**src/rtl/uart_rx_core.sv**
```systemverilog
// 8N1 UART receiver, LSB first: synchronizes rx, samples each bit at its centre, strobes irq per byte.
// Latency: irq rises 9.5*CLKS_PER_BIT + SYNC_STAGES cycles after the start-bit falling edge on rx.
// Backpressure: none; a frame completing while the previous byte is still pending sets sticky overrun.
module uart_rx_core #(
    parameter int CLKS_PER_BIT = 434,
    parameter int SYNC_STAGES  = 2
) (
    input  logic       clk,
    input  logic       rst,
    input  logic       rx,
    input  logic       rx_finish,
    output logic [7:0] rx_data,
    output logic       irq,
    output logic       rx_busy,
    output logic       frame_err,
    output logic       overrun
);

    localparam int CW = (CLKS_PER_BIT > 1) ? $clog2(CLKS_PER_BIT) : 1;
    localparam logic [CW-1:0] CNT_WRAP = CW'(CLKS_PER_BIT - 1);
    localparam logic [CW-1:0] CNT_MID  = CW'(CLKS_PER_BIT / 2 - 1);

    typedef enum logic [2:0] {
        ST_IDLE,
        ST_START,
        ST_DATA,
        ST_STOP,
        ST_BREAK
    } state_t;

    state_t                 state_q, state_d;
    logic [SYNC_STAGES-1:0] sync_q, sync_d;
    logic [CW-1:0]          clk_cnt_q, clk_cnt_d;
    logic [2:0]             bit_cnt_q, bit_cnt_d;
    logic [7:0]             shift_q, shift_d;
    logic [7:0]             rx_data_q, rx_data_d;
    logic                   irq_q, irq_d;
    logic                   busy_q, busy_d;
    logic                   ferr_q, ferr_d;
    logic                   ovr_q, ovr_d;
    logic                   pend_q, pend_d;
    logic                   rxs;

    assign sync_d = {sync_q[SYNC_STAGES-2:0], rx};
    assign rxs    = sync_q[SYNC_STAGES-1];

    always_comb begin
        state_d   = state_q;
        clk_cnt_d = clk_cnt_q;
        bit_cnt_d = bit_cnt_q;
        shift_d   = shift_q;
        rx_data_d = rx_data_q;
        irq_d     = 1'b0;
        ferr_d    = ferr_q;
        ovr_d     = ovr_q;
        pend_d    = pend_q;

        // A frame completing in the same cycle overrides the consume below.
        if (rx_finish) begin
            pend_d = 1'b0;
            ovr_d  = 1'b0;
        end

        case (state_q)
            ST_IDLE: begin
                if (!rxs) begin
                    state_d   = ST_START;
                    clk_cnt_d = '0;
                end
            end
            ST_START: begin
                if (clk_cnt_q == CNT_MID) begin
                    clk_cnt_d = '0;
                    if (rxs) begin
                        state_d = ST_IDLE;
                    end else begin
                        state_d   = ST_DATA;
                        bit_cnt_d = 3'd0;
                        ferr_d    = 1'b0;
                    end
                end else begin
                    clk_cnt_d = clk_cnt_q + CW'(1);
                end
            end
            ST_DATA: begin
                if (clk_cnt_q == CNT_WRAP) begin
                    clk_cnt_d          = '0;
                    shift_d[bit_cnt_q] = rxs;
                    bit_cnt_d          = bit_cnt_q + 3'd1;
                    if (bit_cnt_q == 3'd7) begin
                        state_d = ST_STOP;
                    end
                end else begin
                    clk_cnt_d = clk_cnt_q + CW'(1);
                end
            end
            ST_STOP: begin
                if (clk_cnt_q == CNT_WRAP) begin
                    clk_cnt_d = '0;
                    rx_data_d = shift_q;
                    ferr_d    = ~rxs;
                    irq_d     = 1'b1;
                    ovr_d     = ovr_q | (pend_q & ~rx_finish);
                    pend_d    = 1'b1;
                    state_d   = rxs ? ST_IDLE : ST_BREAK;
                end else begin
                    clk_cnt_d = clk_cnt_q + CW'(1);
                end
            end
            ST_BREAK: begin
                if (rxs) begin
                    state_d = ST_IDLE;
                end
            end
            default: begin
                state_d = ST_IDLE;
            end
        endcase

        // Busy covers the frame itself plus the irq cycle.
        busy_d = (state_d == ST_START) || (state_d == ST_DATA) ||
                 (state_d == ST_STOP) || irq_d;
    end

    always_ff @(posedge clk or posedge rst) begin
        if (rst) begin
            state_q   <= ST_IDLE;
            sync_q    <= '1;
            clk_cnt_q <= '0;
            bit_cnt_q <= 3'd0;
            shift_q   <= 8'd0;
            rx_data_q <= 8'd0;
            irq_q     <= 1'b0;
            busy_q    <= 1'b0;
            ferr_q    <= 1'b0;
            ovr_q     <= 1'b0;
            pend_q    <= 1'b0;
        end else begin
            state_q   <= state_d;
            sync_q    <= sync_d;
            clk_cnt_q <= clk_cnt_d;
            bit_cnt_q <= bit_cnt_d;
            shift_q   <= shift_d;
            rx_data_q <= rx_data_d;
            irq_q     <= irq_d;
            busy_q    <= busy_d;
            ferr_q    <= ferr_d;
            ovr_q     <= ovr_d;
            pend_q    <= pend_d;
        end
    end

    assign rx_data   = rx_data_q;
    assign irq       = irq_q;
    assign rx_busy   = busy_q;
    assign frame_err = ferr_q;
    assign overrun   = ovr_q;

endmodule

```
**config.mk**
```make
export PLATFORM = sky130hd
export DESIGN_NAME = uart_rx_core
export DESIGN_NICKNAME = d
export VERILOG_FILES = /design/src/rtl/uart_rx_core.sv
export SDC_FILE = /design/constraint.sdc
export NUM_CORES = 1
export LEC_CHECK = 0
export BUFFER_PORTS_ARGS = -buffer_cell sky130_fd_sc_hd__buf_2
export CAP_MARGIN = 40
export CORE_ASPECT_RATIO = 0.6
export CORE_MARGIN = 3
export CORE_UTILIZATION = 39
export DETAILED_ROUTE_END_ITERATION = 10
export PLACE_DENSITY = 0.6
export SKIP_LAST_GASP = 1
export SYNTH_ARGS = -nofsm -noshare
export SYNTH_HDL_FRONTEND = slang
export SYNTH_SLANG_ARGS = --single-unit
```
**constraint.sdc**
```tcl
create_clock -name clk -period 1.87 [get_ports clk]
set_clock_uncertainty 0.05 [all_clocks]
set_input_delay 0.0935 -clock clk [delete_from_list [all_inputs] [get_ports clk]]
set_output_delay 0.0935 -clock clk [all_outputs]
set_load 0.01 [all_outputs]
```
# Word-level counts from Yosys, hierarchy flattened
# Cells that the tools add are included.
# Widths: inputs -> output; s select.
# word_totals
elab_cells	80
output_inout_bits	12
register_bits	38
inputBits	4
# op_classes
n_reduce_logical	14
eq_ne	15
add_sub_neg	2
bitwise	4
muxes	32
magnitude_cmp	2
# op_table
op	count
$mux 3	10
$mux 9	3
$pmux 9 s3	1
$pmux 3 s5	1
$eq 3x2->1 const B	4
$mux 1	12
$ne 2x2->1 const B	5
$add 9x1->9 const B	1
$eq 9x8->1 const B	1
$eq 9x9->1 const B	1
$bwmux 8	1
$reduce_and 4->1	2
$eq 3x1->1 const B	2
$eq 3x3->1 const B	2
$pmux 3 s2	1
$reduce_and 2->1	3
$lt 3x4->1 const B	1
$reduce_bool 2->1	2
$add 3x1->3 const B	1
$demux 1 s3	1
$ge 3x1->1 const B	1
$logic_not 3->1	1
$logic_or 1x1->1	3
$reduce_bool 3->1	1
other kinds (7)	8

# Longest topological paths before layout
# logic_depth
depth_word	8
depth_mapped	8
mapped_depth_nobuf	7

# Worst setup path before layout
# OpenSTA, ideal clock, no wires.
# synth_timing
path_type	register -> register
startpoint	reg clk_cnt_q[1]
endpoint	reg shift_q[6]
arrival_ns	1.579
period_less_slack_ns	1.754
slack_ns	0.116
stages_incl_launch_ff	7
setup_ns	0.125
t_required_ns	1.695
n_path_buf	0
path_cell_list	dfrtp_1 -> inv_1 -> ha_1 -> nand4bb_4 -> nor4_4 -> nand3_1 -> mux2_4
# synth_between
elab_chain_len	2
# synth_lines
element	line	text
start, declared	33	logic [CW-1:0] clk_cnt_q, clk_cnt_d;
start signal, assigned	141	clk_cnt_q <= clk_cnt_d;
$eq 9x9->1	86	if (clk_cnt_q == CNT_WRAP) begin
$reduce_and 2->1 (no source line)	n/a	
end signal, assigned	143	shift_q <= shift_d;
end, declared	35	logic [7:0] shift_q, shift_d;
# Every way passes these cells.
# A chain may end at the register's enable or synchronous reset.

# Final worst setup path
# layout_timing
startpoint	reg clk_cnt_q[0]
endpoint	reg shift_q[6]
# The elaborated chain is that of the path after synthesis.

==> metrics.cfg <==
[synth]
ys_async_sr_fraction_pct = 100
ys_ff_latch = 38
synthMuxAreaShare_pct = 4.91
syn_nets = 195
syn_inst = 186
synth_top_family_by_area = simple AND/OR/NAND/NOR gates
synth.distinct_cells = 40
synth-xor-area-share_pct = 0
ys_warn_count = 0
netlist_area_um2 = 1910
synth-simple-area-share_pct = 26.3
synth_compound_area_share_pct = 11.5
synth_edf_count = 0
syn_avg_cell_area_um2 = 10.3
yosysSeqAreaShare_pct = 49.9
ys.flop_type = dfrtp_1
synth-adder-area-share_pct = 3.27

[setup_path]
arrival_ns = 1.93
end_kind = flip-flop
path_cells = buf_6 -> ha_4 -> nand4bb_4 -> nor4_4 -> nand3_1 -> mux2_4
cp-start-kind = flip-flop
crit_required_ns = 2.00
slowest_stage = nor4_4
path_max_fanout = 5
slowest_delay_ns = 0.39
crit_type = flip-flop to flip-flop

[sta]
whs_ns = 0.308
period_share_pct = 96.5
hold_viol_final = 0
worst_slack_ns = 0.0651
slew_headroom_pct = 67.4
rsz0062_at_grt = yes
tightest_slew_ns = 0.489
setup_viol = 0
timing.fmax_ghz = 0.554
period_needed_ns = 1.80
maxSlewViolCount = 0

[power_and_ir_drop]
p_seq_share_pct = 56.8
total_power_w = 0.00146
intPower_w = 0.00113
leakage_nw = 1.22
p_per_area_nw_per_um2 = 617
p_switching_w = 0.000332
ir_drop_uv = 456
clockPowerShare_pct = 41.4
switching_share_pct = 22.7
comb_power_share_pct = 1.8

[floorplanning]
die_h_um = 60.2
die_w_um = 96.4
rows = 19
floorplan.initialDensity_pct = 41.0
coreArea_um2 = 4660
pin_count = 16
die_area_um2 = 5810

[global_routing]
gr-usage-all-layers_pct = 15.0
grt_start_max_net_pins = 39
grt_pass1_vias = 1315
antenna_found_initial = 0
gr-total-overflow = 0
grt_pass1_wl_um = 6580

[clock_tree]
cts_inserted_buffers = 5
cts_root_buf = clkbuf_8
cts_sinks = 38
clock_latency_ns = 0.29
cts_tree = yes
cts_buffer_depth = 2
cts_max_level = 2
clkTransAtPathRegs_ns = 0.08

[finish]
nFillCells = 462
final_core_util_pct = 50.9
area_growth_pct = 24.0
antennaDiodeCount = 0
layout_common_cells = nand2_1 (40), dfrtp_1 (34), buf_4 (25), o21ai_0 (15), buf_2 (15)
stdcell_area_um2 = 2370
nets = 238
drive_gt1_share_pct = 29.1
layout_commonest_cell = nand2_1

[place]
gp_congestion = 0.809
place_hpwl_um = 2820
dp_worst_setup_slack_ns = -0.161
placed_cell_area_um2 = 2150
io_buffers = 15

[route]
via_per_inst = 5.03
ant_nets = 0
drt_iter0_markers = 94
num_vias = 1474
dr.pass1.iters = 4
routed_wirelength_um = 4110
drc = 0
routedWlPerCell_um = 14.0

[status]
status = completed

[flow_run]
maxCapViolCount = 0

[min_path]
hold_path_class = flip-flop to flip-flop

power by group through the flow:
stage                     sequential [W]  clock (W)  combinational (W)
after floorplan                 0.000842          0          0.0000155
after global placement          0.000846          0          0.0000229
after detailed placement        0.000846          0          0.0000227
after CTS                       0.000830   0.000616          0.0000274
after global routing            0.000831   0.000651          0.0000299
final                           0.000830   0.000606          0.0000264
synth_stat cells (3+ instances only):
| library cell | number | area share (%) |
|---|---|---|
| a21oi_1 | 7 | 1.8 |
| dfrtp_1 | 36 | 47 |
| ha_1 | 5 | 3.3 |
| inv_1 | 6 | 1.2 |
| mux2_1 | 7 | 4.1 |
| nand2_1 | 40 | 7.9 |
| nand3_1 | 13 | 3.4 |
| nand4_1 | 3 | 0.98 |
| nor2_1 | 4 | 0.79 |
| nor2b_1 | 4 | 1.3 |
| nor3_1 | 6 | 1.6 |
| o211ai_1 | 3 | 1.2 |
| o21ai_0 | 15 | 3.9 |
| o221ai_1 | 3 | 1.4 |
critical path: cells and delay by family, from the launching register on:
family / cells / cell delay (ns)
mux: 1 / 0.32
flops: 1 / 0.37
buf+inv: 1 / 0.12
simple gates: 3 / 0.70
fa+ha+maj: 1 / 0.15
sequential cells by signal (all words and copies together), names as in the netlist:
register,count
bit_cnt_q,3
clk_cnt_q,9
frame_err,1
irq,1
overrun,1
pend_q,1
rx_busy,1
rx_data,8
shift_q,8
state_q,3
sync_q,2
timing repair:
action,4_1_cts,5_1_grt
resized for setup,2,9
endpoints found under the hold margin,39,0
setup buffers,4,3
hold buffers,3,0
pin swaps,1,4
endpoints found under the setup margin,12,15
layout make-up:
class / count / area [µm²] / share of cell area (%)
inverter: 6 / 22.5 / 0.950
tap: 63 / 78.8 / 3.33
timing repair buffer: 44 / 304 / 12.8
clock inverter: 2 / 12.5 / 0.528
multi-input combinational: 134 / 913 / 38.5
clock buffer: 6 / 82.6 / 3.48
sequential: 38 / 956 / 40.3
worst paths after layout:
kind                                   end         start  slack, ns  cells past startpoint
worst min register to register   sync_q[1]     sync_q[0]       0.31                      0
max in group asynchronous        sync_q[0]           rst       0.99                      4
worst min-delay path             sync_q[1]     sync_q[0]       0.31                      0
min in group asynchronous              irq           rst       0.41                      4
worst max-delay path            shift_q[6]  clk_cnt_q[0]       0.07                      6
worst max register to register  shift_q[6]  clk_cnt_q[0]       0.07                      6
per-stage QoR:
stage               cells  TNS [ns]
floorplan             186         0
global placement      275    -0.451
detailed placement    275    -0.834
CTS                   290         0
global route          293   -0.0494
finish                293         0
kinds of logic (layout without fill, tap and decap cells):
logic type,count (synthesis),after routing
simple gates,85,85
flops,38,38
compound gates,36,36
buf+inv,14,58
mux,8,8
fa+ha+maj,5,5
per-layer routing:
metal  vias up  wire (µm)  global-route usage, %
li1        744          -                      -
met2        34       1600                   18.4
met4         0          0                   3.59
met3         0        211                   4.78
met5         -          0                      0
met1       696       2300                   24.2
Power figures use the tool's default switching activity.
